==> src/rtl/bomb_game_ctrl.sv <==
// ---------------------------------------------------------------------------
// bomb_game_ctrl
//   Game-control FSM that sits directly upstream of the two-digit countdown
//   block. It debounces the arm/enter pushbuttons, collects a 4-digit BCD code
//   from the switches, drives the countdown's start/success inputs, and watches
//   the countdown digits for the underflow marker that means time ran out.
//
//   Optional feature macro: BOMB_STRIKE_LIMIT_EN
//     defined   : reaching MAX_STRIKES wrong codes explodes the bomb
//     undefined : wrong codes only count strikes; BOOM only on timer expiry
//
// Ports
//   clk        in   system clock, shared with the countdown block
//   rst        in   asynchronous reset, active-low
//   btn_arm    in   raw pushbutton, arms the bomb
//   btn_enter  in   raw pushbutton, commits the digit on sw
//   sw         in   [3:0] digit value (BCD 0-9)
//   s2, s1     in   [3:0] countdown tens / units digits
//   start      out  countdown run enable
//   success    out  code accepted, countdown freezes
//   boom       out  exploded indicator
//   entry      out  [15:0] digits entered so far, newest in the low nibble
//   digit_cnt  out  [2:0] number of digits entered (0-4)
//   strikes    out  [1:0] wrong codes entered (saturates at 3)
// ---------------------------------------------------------------------------
module bomb_game_ctrl #(
   parameter int          DEBOUNCE_CYCLES = 4,
   parameter logic [15:0] SECRET_CODE     = 16'h1234,
   parameter int          MAX_STRIKES     = 3
) (
   input  logic        clk,
   input  logic        rst,
   input  logic        btn_arm,
   input  logic        btn_enter,
   input  logic [3:0]  sw,
   input  logic [3:0]  s2,
   input  logic [3:0]  s1,
   output logic        start,
   output logic        success,
   output logic        boom,
   output logic [15:0] entry,
   output logic [2:0]  digit_cnt,
   output logic [1:0]  strikes
);

   localparam int               CNT_W   = $clog2(DEBOUNCE_CYCLES + 1);
   localparam logic [CNT_W-1:0] CNT_MAX = CNT_W'(DEBOUNCE_CYCLES - 1);
   localparam logic [1:0]       STRIKE_LIMIT = 2'(MAX_STRIKES);
`ifdef BOMB_STRIKE_LIMIT_EN
   localparam bit               LIMIT_EN = 1'b1;
`else
   localparam bit               LIMIT_EN = 1'b0;
`endif

   typedef enum logic [2:0] {IDLE, ARMED, CHECK, DEFUSED, BOOM} state_t;

   // index 0 = arm, index 1 = enter
   logic [1:0]       btn_raw;
   logic [1:0]       sync_p0, sync_p1;
   logic [1:0]       level;
   logic [1:0]       rise_p0, pulse_p1;
   logic [CNT_W-1:0] cnt [2];

   logic             arm_pulse, enter_pulse, expired;
   state_t           state, state_nxt;
   logic [15:0]      entry_nxt;
   logic [2:0]       digit_nxt;
   logic [1:0]       strikes_nxt;

   assign btn_raw = {btn_enter, btn_arm};

   // ---- stage p0/p1: synchroniser, debounce, edge pulse ----
   // The accepted level flips only after DEBOUNCE_CYCLES consecutive samples
   // disagree with it; any agreeing sample restarts the count. The rising-edge
   // pulse is retimed one extra flop so presses reach the FSM D+3 cycles late.
   always_ff @(posedge clk or negedge rst) begin
      if (!rst) begin
         sync_p0  <= '0;
         sync_p1  <= '0;
         level    <= '0;
         rise_p0  <= '0;
         pulse_p1 <= '0;
         for (int i = 0; i < 2; i++) cnt[i] <= '0;
      end else begin
         sync_p0  <= btn_raw;
         sync_p1  <= sync_p0;
         pulse_p1 <= rise_p0;
         rise_p0  <= '0;
         for (int i = 0; i < 2; i++) begin
            if (sync_p1[i] != level[i]) begin
               if (cnt[i] == CNT_MAX) begin
                  level[i]   <= sync_p1[i];
                  rise_p0[i] <= sync_p1[i];
                  cnt[i]     <= '0;
               end else begin
                  cnt[i] <= cnt[i] + CNT_W'(1);
               end
            end else begin
               cnt[i] <= '0;
            end
         end
      end
   end

   assign arm_pulse   = pulse_p1[0];
   assign enter_pulse = pulse_p1[1];
   // Countdown wraps to FF after 00: that marker is the expiry event.
   assign expired     = ({s2, s1} == 8'hFF);

   // ---- stage p2: game FSM next-state ----
   always_comb begin
      state_nxt   = state;
      entry_nxt   = entry;
      digit_nxt   = digit_cnt;
      strikes_nxt = strikes;
      case (state)
         IDLE, DEFUSED, BOOM: begin
            if (arm_pulse) begin
               state_nxt   = ARMED;
               entry_nxt   = '0;
               digit_nxt   = '0;
               strikes_nxt = '0;
            end
         end
         ARMED: begin
            if (expired) begin
               state_nxt = BOOM;
            end else if (enter_pulse && (sw <= 4'd9)) begin
               entry_nxt = {entry[11:0], sw};
               digit_nxt = digit_cnt + 3'd1;
               if (digit_cnt == 3'd3) state_nxt = CHECK;
            end
         end
         CHECK: begin
            if (expired) begin
               state_nxt = BOOM;
            end else if (entry == SECRET_CODE) begin
               state_nxt = DEFUSED;
            end else begin
               strikes_nxt = (strikes == 2'd3) ? 2'd3 : strikes + 2'd1;
               entry_nxt   = '0;
               digit_nxt   = '0;
               state_nxt   = ARMED;
               if (LIMIT_EN && (strikes_nxt == STRIKE_LIMIT)) state_nxt = BOOM;
            end
         end
         default: state_nxt = IDLE;
      endcase
   end

   // Outputs are registered from the next state so they line up with it.
   always_ff @(posedge clk or negedge rst) begin
      if (!rst) begin
         state     <= IDLE;
         entry     <= '0;
         digit_cnt <= '0;
         strikes   <= '0;
         start     <= 1'b0;
         success   <= 1'b0;
         boom      <= 1'b0;
      end else begin
         state     <= state_nxt;
         entry     <= entry_nxt;
         digit_cnt <= digit_nxt;
         strikes   <= strikes_nxt;
         start     <= (state_nxt == ARMED) || (state_nxt == CHECK) || (state_nxt == DEFUSED);
         success   <= (state_nxt == DEFUSED);
         boom      <= (state_nxt == BOOM);
      end
   end

endmodule

==> config.mk <==
export PLATFORM = sky130hd
export DESIGN_NAME = bomb_game_ctrl
export DESIGN_NICKNAME = d
export VERILOG_FILES = /design/src/rtl/bomb_game_ctrl.sv
export SDC_FILE = /design/constraint.sdc
export NUM_CORES = 1
export LEC_CHECK = 0
export ABC_AREA = 1
export BUFFER_PORTS_ARGS = -buffer_cell sky130_fd_sc_hd__buf_2
export CAP_MARGIN = 20
export CORE_AREA = 4 4 84 94
export DETAILED_ROUTE_END_ITERATION = 8
export DIE_AREA = 0 0 88 98
export PLACE_DENSITY = 0.6
export SYNTH_ARGS = -nofsm -noshare
export SYNTH_HDL_FRONTEND = slang
export SYNTH_SLANG_ARGS = --single-unit
==> constraint.sdc <==
create_clock -name clk -period 1.9 [get_ports clk]
set_input_delay 0.095 -clock clk [delete_from_list [all_inputs] [get_ports clk]]
set_output_delay 0.095 -clock clk [all_outputs]
set_load 0.05 [all_outputs]
# Word-level counts from Yosys, hierarchy flattened
# Cells that the tools add are included.
dict set report word_totals {
  reg_bits 43
  inputBits 16
  out_inout_bits 24
  elab_cells 84
}
dict set report op_classes {
  add_sub_neg 4
  n_lt_le_gt_ge 1
  n_eq_ne 21
  mux 32
  n_reduce_logical 11
}
# cell n
set op_table {}
lappend op_table {{$mux W16} 5}
lappend op_table {{$pmux W16 S3} 1}
lappend op_table {{$mux W3} 14}
lappend op_table {{$eq A3 B2 Y1 const B} 7}
lappend op_table {{$pmux W3 S3} 2}
lappend op_table {{$eq A16 B13 Y1 const B} 1}
lappend op_table {{$mux W2} 5}
lappend op_table {{$ne A2 B2 Y1 const B} 5}
lappend op_table {{$add A3 B1 Y3 const B} 3}
lappend op_table {{$eq A8 B8 Y1 const B} 1}
lappend op_table {{$eq A3 B1 Y1 const B} 2}
lappend op_table {{$eq A3 B3 Y1 const B} 2}
lappend op_table {{$reduce_and A6 Y1} 1}
lappend op_table {{$le A4 B4 Y1 const B} 1}
lappend op_table {{$mux W1} 4}
lappend op_table {{$pmux W2 S2} 1}
lappend op_table {{$reduce_and A2 Y1} 2}
lappend op_table {{$reduce_and A4 Y1} 1}
lappend op_table {{$logic_not A3 Y1} 1}
lappend op_table {{$reduce_bool A3 Y1} 1}
lappend op_table {{$reduce_or A3 Y1} 1}
lappend op_table {{$add A2 B1 Y2 const B} 1}
lappend op_table {{$eq A2 B2 Y1 const B} 1}
lappend op_table {{$logic_or A1 B1 Y1} 2}
lappend op_table {{3 further kinds} 4}

# Logic depth before layout (Yosys ltp)
# Gate-level depths: netlist (run 1).
dict set report logic_depth {
  ltp_word 8
  ltp_mapped 11
  depth_no_buf 10
}

# Worst setup path after synthesis (run 1)
# No wires, ideal clock.
dict set report synth_timing {
  path_kind {flip-flop to flip-flop}
  startpoint {register entry[2]}
  endpoint {register entry[9]}
  setup_ps 120
  arrival_time_ps 1489
  required_time_ps 1780
  setup_slack_ps 291
  path_stages_with_launch 9
  path_buffers 1
  synth_period_minus_slack_ps 1609
  path_cell_list {dfrtp_1 > inv_1 > nor2_1 > nand4_1 > nor2_4 > nor2_8 > buf_4 > nand3_1 > nand2_1}
}
dict set report synth_between {
  elab_chain_cells 3
}
# item line_no
set synth_rtl {}
lappend synth_rtl {{start, declared} 41} ;# output logic [15:0] entry,
lappend synth_rtl {{start signal, assigned} 163} ;# entry <= entry_nxt;
lappend synth_rtl {{$eq A16 B13 Y1} 137} ;# end else if (entry == SECRET_CODE) begin
lappend synth_rtl {{$ne A2 B2 Y1 (no line)} n/a}
lappend synth_rtl {{$reduce_and A6 Y1 (no line)} n/a}
# No other way between the ends.
# A chain may end at the register's enable or synchronous reset.

# Final worst setup path (run 1)
dict set report layout_timing {
  startpoint {register state[1]}
  endpoint {register digit_cnt[2]}
}
dict set report layout_between {
  elab_chain_cells 4
  elab_cells_between_ends 14
  cone_classes {eq/ne (9); mux (1); reduce/logical (4)}
}
# item line_no
set layout_rtl {}
lappend layout_rtl {{start, declared} 65} ;# state_t state, state_nxt;
lappend layout_rtl {{start signal, assigned} 162} ;# state <= state_nxt;
lappend layout_rtl {{$eq A3 B2 Y1, or another cell as far along} 116} ;# case (state)
lappend layout_rtl {{$reduce_or A3 Y1} 116}
lappend layout_rtl {{$ne A2 B2 Y1 (no line) or $reduce_bool A3 Y1 (tied branches)} n/a}
lappend layout_rtl {{$reduce_and A6 Y1 (no line)} n/a}
lappend layout_rtl {{end signal, assigned} 164} ;# digit_cnt <= digit_nxt;
lappend layout_rtl {{end, declared} 42} ;# output logic [2:0] digit_cnt,
# Several ways; a longest one is shown, not always the timed one.

==> impl_metrics.yaml, run 1 <==
outcome:
  status: "finished clean"
die:
  die_x_um: 88
  core_area_mm2: 0.00693
  die_h_um: 98
  start_util_pct: 30.7
  dieArea_mm2: 0.00862
  rows: 32
  boundaryPins: 40
clocking:
  cts_tree: "done"
  cts.clk_slew.worst_paths_ns: 0.08
  root_buffer: "clkbuf_8"
  post_cts_resized: 0
  clock-sinks: 43
  h-tree-depth: 2
  cts_inserted_buffers: 5
  cts_buffer_depth: 2
  clock_latency_ns: 0.29
  cts_setup_buffers: 0
synthesis:
  synth_cell_types: 22
  synth_nets: 282
  syn_inst: 262
  synth_warnings: 0
  ys_ff_latch: 43
  syn-cell-area_mm2: 0.00212
  syn_area_per_cell_um2: 8.10
  ys_seq_area_share_pct: 50.7
layout:
  layout-drive-gt1-share_pct: 21.0
  fin_nets: 328
  areaGrowthSynthToFinish_pct: 20.3
  n_fill_cell: 712
  antennaDiodeCount: 0
sta:
  skew_ns: 0.00750
  fin_crit_sh_pct: 83.3
  max_freq_mhz: 632
  fin_crit_ns: 1.58
  finalHoldViolations: 0
  tns_ns: 0
  relSlewSlack_pct: 58.8
  rsz0062_at_grt: "false"
  worst_slew_pin_slew_ns: 0.618
  maxSlewViolCount: 0
  worst_slack_ns: 0.317
  setup_violations: 0
setup_path:
  crit_type: "reg2reg"
  crit_path_start_kind: "flop"
  worst-path-buf-inv: 3
  crit_slowest_cell: "dfrtp_1"
  path_cells: "inv_1 > nand2_1 > nand2_1 > inv_2 > nand3_2 > nand2_4 > nor2_8 > buf_4 > nand3_1 > nand2_1"
  critPathMaxFanout: 14
  crit_top_cell: "nand2_1"
  arrival_ns: 1.82
  cp_top_family: "simple AND/OR/NAND/NOR gates"
  crit_required_ns: 2.14
  endpoint_kind: "flop"
  max_stage_delay_ns: 0.43
worst_hold_path:
  min_path_type: "in2reg"
drt:
  drt_iter0_markers: 100
  routed_via_density: 4.34
  vias: 1709
  antenna_left: 0
  wl_um: 4380
  drt_first_pass_iters: 4
  drc: 0
  avgRoutedWirePerCell_um: 11.1
place:
  routabilityCongestion: 0.793
  hpwlAfterDp_um: 3200
  dp_slack_ns: 0.321
  io_buffers: 39
grt:
  grt_antenna_before_repair: 0
  first_global_vias: 1711
  grt_remaining_overflow: 0
  grt_max_degree: 29
  track_usage_pct: 11.4
  grt_first_pass_wirelength_um: 7780
run:
  cap_violations: 0
power:
  p_per_area_mw_per_mm2: 1590
  p_leak_nw: 1.40
  ir_worst_vdd_v: 0.000678
## per-stage QoR
step	utilization (%)	hold slack, ns	total power, mW	cells	cell area, um2
floorplan	-	-0.201	2.88	262	2120
global placement	34.5	0.153	3.24	383	2390
detailed placement	34.5	0.154	3.26	383	2390
CTS	36.9	0.133	4.11	394	2550
global route	36.9	0.158	4.39	394	2550
finish	36.9	0.144	4.06	394	2550
## power breakdown
| group | internal, mW | switching, mW |
|---|---|---|
| Combinational | 0.492 | 1.35 |
| Clock | 0.525 | 0.302 |
| Sequential | 1.17 | 0.221 |
| Total | 2.19 | 1.87 |
## metal layers
layer | global-route usage, % | vias up | part of all wire, %
met4 | 3.90 | 0 | 1.4
met2 | 17.2 | 43 | 45
met1 | 15.6 | 766 | 48
li1 | - | 894 | -
met3 | 3.12 | 6 | 5.9
met5 | 0 | - | 0
## synthesized netlist by cell type (all sizes together)
cell | count | area share, %
o211ai | 2 | 0.71
nand3 | 33 | 8.7
nor2 | 42 | 8.9
dfrtp | 43 | 51
inv | 37 | 6.5
nand2 | 82 | 16
nand4 | 2 | 0.59
xnor2 | 2 | 0.83
buf | 7 | 2.9
a21oi | 3 | 0.71
ha | 4 | 2.4
nor3 | 4 | 0.94
a21boi | 1 | 0.35
## sequential cells by signal, indices dropped and copies added (netlist names)
signal,count
boom,1
cnt,6
digit_cnt,3
entry,16
level,2
pulse_p1,2
rise_p0,2
start,1
state,3
strikes,2
success,1
sync_p0,2
sync_p1,2
## worst paths after layout
| path | startpoint | endpoint | slack [ns] | depth (start not counted) |
|---|---|---|---|---|
| max | state[1]$_DFF_PN0_ | digit_cnt[2]$_DFFE_PN0P_ | 0.32 | 10 |
| min reg2reg | sync_p0[0]$_DFF_PN0_ | sync_p1[0]$_DFF_PN0_ | 0.35 | 0 |
| max reg2reg | state[1]$_DFF_PN0_ | digit_cnt[2]$_DFFE_PN0P_ | 0.32 | 10 |
| min in group asynchronous | rst | entry[12]$_DFFE_PN0P_ | 0.35 | 2 |
| min | sw[0] | entry[0]$_DFFE_PN0P_ | 0.14 | 5 |
| max in group asynchronous | rst | boom$_DFF_PN0_ | 0.98 | 3 |
## layout by cell type, fill, tap and decap left out
master | netlist | layout
nor2_4 | 2 | 2
nor2_1 | 39 | 39
ha_1 | 4 | 4
nor3_1 | 4 | 4
nand2_2 | 1 | 1
buf_4 | 1 | 4
dlygate4sd3_1 | 0 | 3
xnor2_1 | 2 | 2
o211ai_1 | 2 | 2
a21boi_0 | 1 | 1
inv_1 | 32 | 32
nand2_1 | 79 | 79
clkbuf_8 | 0 | 5
clkbuf_1 | 0 | 1
a21oi_1 | 3 | 3
nand2_4 | 1 | 1
nand2_8 | 1 | 1
nand4_1 | 2 | 2
buf_2 | 2 | 39
nand3_2 | 4 | 4
inv_2 | 5 | 5
nor2_8 | 1 | 1
nand3_1 | 29 | 29
dfrtp_1 | 43 | 43
bufinv_16 | 0 | 2
## layout make-up
class | instances | area (um2) | share of cell area (%)
Inverter | 37 | 139 | 5.44
Timing Repair Buffer | 46 | 255 | 9.99
Multi-Input combinational cell | 175 | 846 | 33.1
Sequential cell | 43 | 1080 | 42.1
Tap cell | 85 | 106 | 4.16
Clock buffer | 6 | 72.6 | 2.84
Clock inverter | 2 | 60.1 | 2.35
## tightest hold or removal path: cells and delay by family
family        cells  cell delay (ns)
buf+inv           2             0.13
simple gates      3             0.16
## kinds of logic (layout without fill, tap and decap cells)
family,count (synthesis),count (layout),synth area share (%)
XOR/XNOR,2,2,0.825
AND/OR/NAND/NOR,163,163,34.9
AO/OA/AOI/OAI,6,6,1.77
adder cells (fa/ha/maj),4,4,2.36
flip-flops,43,43,50.7
buffers and inverters,44,91,9.49
## timing repair
item	4_1_cts	5_1_grt
setup endpoints to repair	0	0
hold endpoints to repair	28	0
hold buffers	3	0
Note: power is estimated with default switching activity, not from simulation.
==> inputs of run 2 (changes only) <==
Settings changed: ABC_AREA 1 to 0, CORE_AREA 4 4 84 94 to 4 4 80 89, DIE_AREA 0 0 88 98 to 0 0 84 93, PLACE_DENSITY 0.6 to 0.62.
Clock period 1.9 ns to 1.4 ns, I/O delays scaled along.
==> impl_metrics.yaml, run 2 <==
setup_path:
  critPathMaxFanout: 5
  r2r-end: "entry[6]$_DFFE_PN0P_"
  endpoint_kind: "flop"
  timing.rr.start: "state[1]$_DFF_PN0_"
  crit_type: "reg2reg"
  arrival_ns: 1.91
  r2r_cells: 7
  crit_path_start_kind: "flop"
  r2r_slack_ns: -0.34
  crit_required_ns: 1.57
sta:
  setup_violations: 25
  fin_crit_sh_pct: 124
  finalHoldViolations: 0
  rsz0062_at_grt: "true"
  max_freq_mhz: 575
  maxSlewViolCount: 0
  fin_crit_ns: 1.74
  relSlewSlack_pct: 67.1
  skew_ns: 0.00793
  worst_slack_ns: -0.338
  tns_ns: -6.85
  worst_slew_pin_slew_ns: 0.493
clocking:
  cts_tree: "done"
  clock_latency_ns: 0.29
  cts.clk_slew.worst_paths_ns: 0.08
  root_buffer: "clkbuf_8"
  h-tree-depth: 2
  cts_inserted_buffers: 5
  clock-sinks: 43
  cts_buffer_depth: 2
die:
  rows: 30
  die_x_um: 84
  boundaryPins: 40
  start_util_pct: 30.7
  dieArea_mm2: 0.00781
  core_area_mm2: 0.00616
  die_h_um: 93
place:
  hpwlAfterDp_um: 3080
  routabilityCongestion: 0.828
  dp_slack_ns: -0.413
  io_buffers: 39
  place_inst: 325
power:
  ir_worst_vdd_v: 0.00107
  seqPwrFrac_pct: 29.9
  finalPower_mw: 6.18
  p_leak_nw: 1.48
  swShare_pct: 41.2
  p_sw_mw: 2.55
  p_int_mw: 3.63
  pwr-share-clk_pct: 15.7
  p_per_area_mw_per_mm2: 2170
  combPwrFrac_pct: 54.4
worst_hold_path:
  min_path_type: "in2reg"
  holdPathEnd: "entry[0]$_DFFE_PN0P_"
  holdCritStartpoint: "sw[0]"
  hold-path-cell-count: 3
grt:
  grt_first_pass_wirelength_um: 7080
  first_global_vias: 1518
  grt_remaining_overflow: 0
  grt_max_degree: 25
  track_usage_pct: 11.2
  grt_antenna_before_repair: 0
drt:
  drt_first_pass_iters: 4
  drc: 0
  routed_via_density: 4.40
  drt_iter0_markers: 56
  wl_um: 4130
  antenna_left: 0
  avgRoutedWirePerCell_um: 12.1
  vias: 1499
synthesis:
  netlist_top_cells_area: "dfrtp_1 57%, mux2i_1 9.0%, inv_1 4.6%"
  synth.most_common_cell: "dfrtp_1"
  synth_cell_types: 32
  synth_nets: 189
  yosys.area.top_type: "dfrtp_1"
  syn_inst: 169
  synth_warnings: 0
  synth_edf_count: 0
  synth_ff_type: "dfrtp_1"
  yosysTopAreaCellShare_pct: 56.9
  syn-cell-area_mm2: 0.00189
  ys_seq_area_share_pct: 56.9
  ys_ff_latch: 43
  postSynth.asyncResetShare_pct: 100
  syn_area_per_cell_um2: 11.2
  synth_common_cells: "43 x dfrtp_1, 23 x inv_1, 20 x nand2_1"
layout:
  mostFrequentLayoutCells: "39 x buf_2, 37 x buf_4, 27 x dfrtp_1, 23 x inv_1, 20 x nand2_1"
  areaGrowthSynthToFinish_pct: 50.3
  fin_nets: 280
  regMostFlops: "entry"
  layout_commonest_cell: "buf_2"
  largest_register_ffs: 16
  antennaDiodeCount: 0
  layout-drive-gt1-share_pct: 50.2
  fin_cells: 341
  reg_top3: "entry (16), cnt (6)"
run:
  cap_violations: 0
outcome:
  violations: "setup timing"
  status: "complete, but fails checks"
[run 2: cell count changes after synthesis, moves of 4 or more]
cell and change:
inv_1 -9, inv_2 -5, mux2i_1 +17, nand2_1 -59, nand3_1 -28, nand3_2 -4, nor2_1 -30, nor3b_1 +4
nor4b_1 +4
[run 2: worst max-delay path, cell delays in order (launching register included)]
cell and delay [ns]:
dfrtp_2 0.42, nor2b_4 0.15, buf_6 0.12, nand4_1 0.10, nor2_2 0.05, or3_4 0.47
clkbuf_16 0.19, mux2i_1 0.11
[run 2: timing repair]
item,4_1_cts,5_1_grt
endpoints found under the setup margin,25,26
buffers inserted,3,0
hold buffers,3,0
cloned,1,1
hold endpoints to repair,21,0
pin swaps,10,3
gates resized for setup,15,1
[run 2: power groups by stage]
stage	registers [mW]	logic (mW)	clock network [mW]
floorplan	2.69	1.25	0
global placement	1.85	2.98	0
detailed placement	1.86	3.02	0
CTS	1.84	3.30	1.01
global route	1.89	3.64	1.05
finish	1.85	3.36	0.968
[run 2: through the flow]
step,cell area [um2],hold WS (ns),util (%)
2_1_floorplan,1970,-0.226,-
3_3_place_gp,2550,0.0586,41.5
3_5_place_dp,2550,0.0567,41.5
4_1_cts,2810,0.00595,45.7
5_1_grt,2840,0.0246,46.2
6_report,2840,0.00832,46.2
[run 2: worst max-delay path by stage]
stage,from,end,slack [ns],cells past startpoint
6_report,state[1]$_DFF_PN0_,entry[6]$_DFFE_PN0P_,-0.34,7
5_1_grt,state[1]$_DFF_PN0_,entry[8]$_DFFE_PN0P_,-0.41,7
4_1_cts,state[1]$_DFF_PN0_,entry[8]$_DFFE_PN0P_,-0.33,7
3_5_place_dp,state[1]$_DFF_PN0_,entry[8]$_DFFE_PN0P_,-0.41,6
3_3_place_gp,state[1]$_DFF_PN0_,entry[7]$_DFFE_PN0P_,-0.39,6
2_1_floorplan,state[0]$_DFF_PN0_,digit_cnt[0]$_DFFE_PN0P_,-0.41,6
[run 2: metal layers]
| layer | up-vias | track usage, % | part of all wire [%] |
|---|---|---|---|
| li1 | 756 | - | - |
| met1 | 714 | 14.3 | 44 |
| met2 | 24 | 18.7 | 49 |
| met3 | 5 | 3.35 | 5.2 |
| met4 | 0 | 2.82 | 0.87 |
| met5 | - | 0 | 0 |
[run 2: area by class of cell]
class,instances,area [um2]
well taps,80,100
fillers,582,3310
flip-flops and latches,43,1100
inverters,23,86.3
multi-input cells,99,795
repair buffers,88,652
clock buffers,5,68.8
clock inverters,3,46.3
[run 2: logic make-up (layout without fill, tap and decap cells)]
| kind of cell | after synthesis | count (layout) | synth area share (%) |
|---|---|---|---|
| compound gates | 14 | 14 | 4.83 |
| xor+xnor | 2 | 2 | 0.926 |
| fa+ha+maj | 4 | 4 | 2.65 |
| buf+inv | 27 | 119 | 6.22 |
| flops | 43 | 43 | 56.9 |
| mux | 22 | 22 | 12.0 |
| simple gates | 57 | 57 | 16.5 |
==> inputs of run 3 (changes only) <==
Settings changed: BUFFER_PORTS_ARGS -buffer_cell sky130_fd_sc_hd__buf_2 to -buffer_cell sky130_fd_sc_hd__buf_4.
==> impl_metrics.yaml, run 3 (synthesis results as in run 2) <==
grt:
  grt_remaining_overflow: 0
  grt_antenna_before_repair: 0
  track_usage_pct: 12.0
  first_global_vias: 1645
  grt_first_pass_wirelength_um: 7580
  grt_max_degree: 44
sta:
  fin_crit_sh_pct: 124
  maxSlewViolCount: 0
  rsz0062_at_grt: "true"
  whs_ns: 0.0217
  setup_violations: 25
  fin_crit_ns: 1.73
  finalHoldViolations: 0
  worst_slack_ns: -0.332
  max_freq_mhz: 577
  relSlewSlack_pct: 63.8
  tns_ns: -6.82
  skew_ns: 0.00590
  worst_slew_pin_slew_ns: 0.543
setup_path:
  critPathMaxFanout: 4
  arrival_ns: 1.91
  crit_type: "reg2reg"
  timing.rr.start: "state[1]$_DFF_PN0_"
  endpoint_kind: "flop"
  crit_required_ns: 1.58
  critPathLaunch: "state[1]$_DFF_PN0_"
  crit_path_start_kind: "flop"
  r2r-end: "digit_cnt[2]$_DFFE_PN0P_"
  r2r_slack_ns: -0.33
  r2r_cells: 6
worst_hold_path:
  holdPathEnd: "entry[0]$_DFFE_PN0P_"
  holdCritStartpoint: "sw[0]"
  hold-path-cell-count: 3
  min_path_type: "in2reg"
drt:
  wl_um: 4510
  routed_via_density: 4.56
  vias: 1581
  drt_iter0_markers: 71
  avgRoutedWirePerCell_um: 13.0
  drc: 0
  drt_first_pass_iters: 4
  antenna_left: 0
layout:
  areaGrowthSynthToFinish_pct: 57.9
  regMostFlops: "entry"
  fin_cells: 347
  n_fill_cell: 577
  mostFrequentLayoutCells: "82 x buf_4, 26 x dfrtp_1, 23 x inv_1, 20 x nand2_1"
  layout_commonest_cell: "buf_4"
  reg_top3: "entry (16), cnt (6)"
  fin_nets: 286
  largest_register_ffs: 16
  antennaDiodeCount: 0
  layout-drive-gt1-share_pct: 53.2
outcome:
  status: "complete, but fails checks"
  violations: "setup timing"
power:
  p_leak_nw: 1.52
  p_per_area_mw_per_mm2: 2110
  finalPower_mw: 6.31
  ir_worst_vdd_v: 0.00111
clocking:
  cts_inserted_buffers: 5
  cts.clk_slew.worst_paths_ns: 0.08
  clock_latency_ns: 0.29
  cts_tree: "done"
  cts_buffer_depth: 2
  root_buffer: "clkbuf_8"
  h-tree-depth: 2
  clock-sinks: 43
die:
  core_area_mm2: 0.00616
  die_h_um: 93
  dieArea_mm2: 0.00781
  die_x_um: 84
  start_util_pct: 30.7
  boundaryPins: 40
  rows: 30
place:
  dp_slack_ns: -0.407
  place_inst: 326
  routabilityCongestion: 0.899
  io_buffers: 39
  hpwlAfterDp_um: 3200
run:
  cap_violations: 0
[run 3: worst max-delay path by stage]
stage          slack, ns  depth (start not counted)                  endpoint
2_1_floorplan      -0.41                          6  digit_cnt[0]$_DFFE_PN0P_
3_3_place_gp       -0.36                          6      entry[0]$_DFFE_PN0P_
3_5_place_dp       -0.41                          6     entry[13]$_DFFE_PN0P_
4_1_cts            -0.30                          5  digit_cnt[0]$_DFFE_PN0P_
5_1_grt            -0.39                          6     entry[11]$_DFFE_PN0P_
6_report           -0.33                          6  digit_cnt[2]$_DFFE_PN0P_
[run 3: cell type report]
cell class              count  area (um2)  share of cell area [%]
flip-flops and latches     43        1100                    36.7
well taps                  80         100                    3.35
multi-input cells          99         845                    28.3
clock inverters             1        7.51                   0.251
repair buffers             94         756                    25.3
clock buffers               7        96.3                    3.22
inverters                  23        86.3                    2.89
[run 3: timing repair]
action                                  in CTS  in global routing
hold buffers                                 3                  0
buffers inserted                             4                  6
gates cloned                                 0                  0
gates resized for setup                     22                  5
hold endpoints to repair                    45                  0
pin swaps                                   13                  5
endpoints found under the setup margin      25                 25
[run 3: routing by layer]
| layer | up-vias | global-route usage (%) | share of wire, % |
|---|---|---|---|
| li1 | 763 | - | - |
| met1 | 780 | 13.8 | 42 |
| met2 | 31 | 21.8 | 52 |
| met3 | 7 | 2.64 | 4.2 |
| met4 | 0 | 4.29 | 1.5 |
| met5 | - | 0 | 0 |
[run 3: power breakdown]
group	internal, mW	switching [mW]	total (mW)
Sequential	1.62	0.235	1.85
Combinational	1.63	1.96	3.60
Clock	0.449	0.415	0.863
Total	3.70	2.61	6.31
[run 3: through the flow]
step / area [um2] / utilization (%)
after floorplan: 1970 / -
after global placement: 2650 / 43.0
after detailed placement: 2650 / 43.0
after CTS: 2920 / 47.5
after global routing: 2990 / 48.5
final: 2990 / 48.5
[run 3: critical path: stages (launching register included)]
cell     delay, ns
dfrtp_2       0.44
buf_4         0.15
nor2_4        0.12
nor2_2        0.06
a22o_1        0.18
or3_4         0.38
mux2_4        0.31
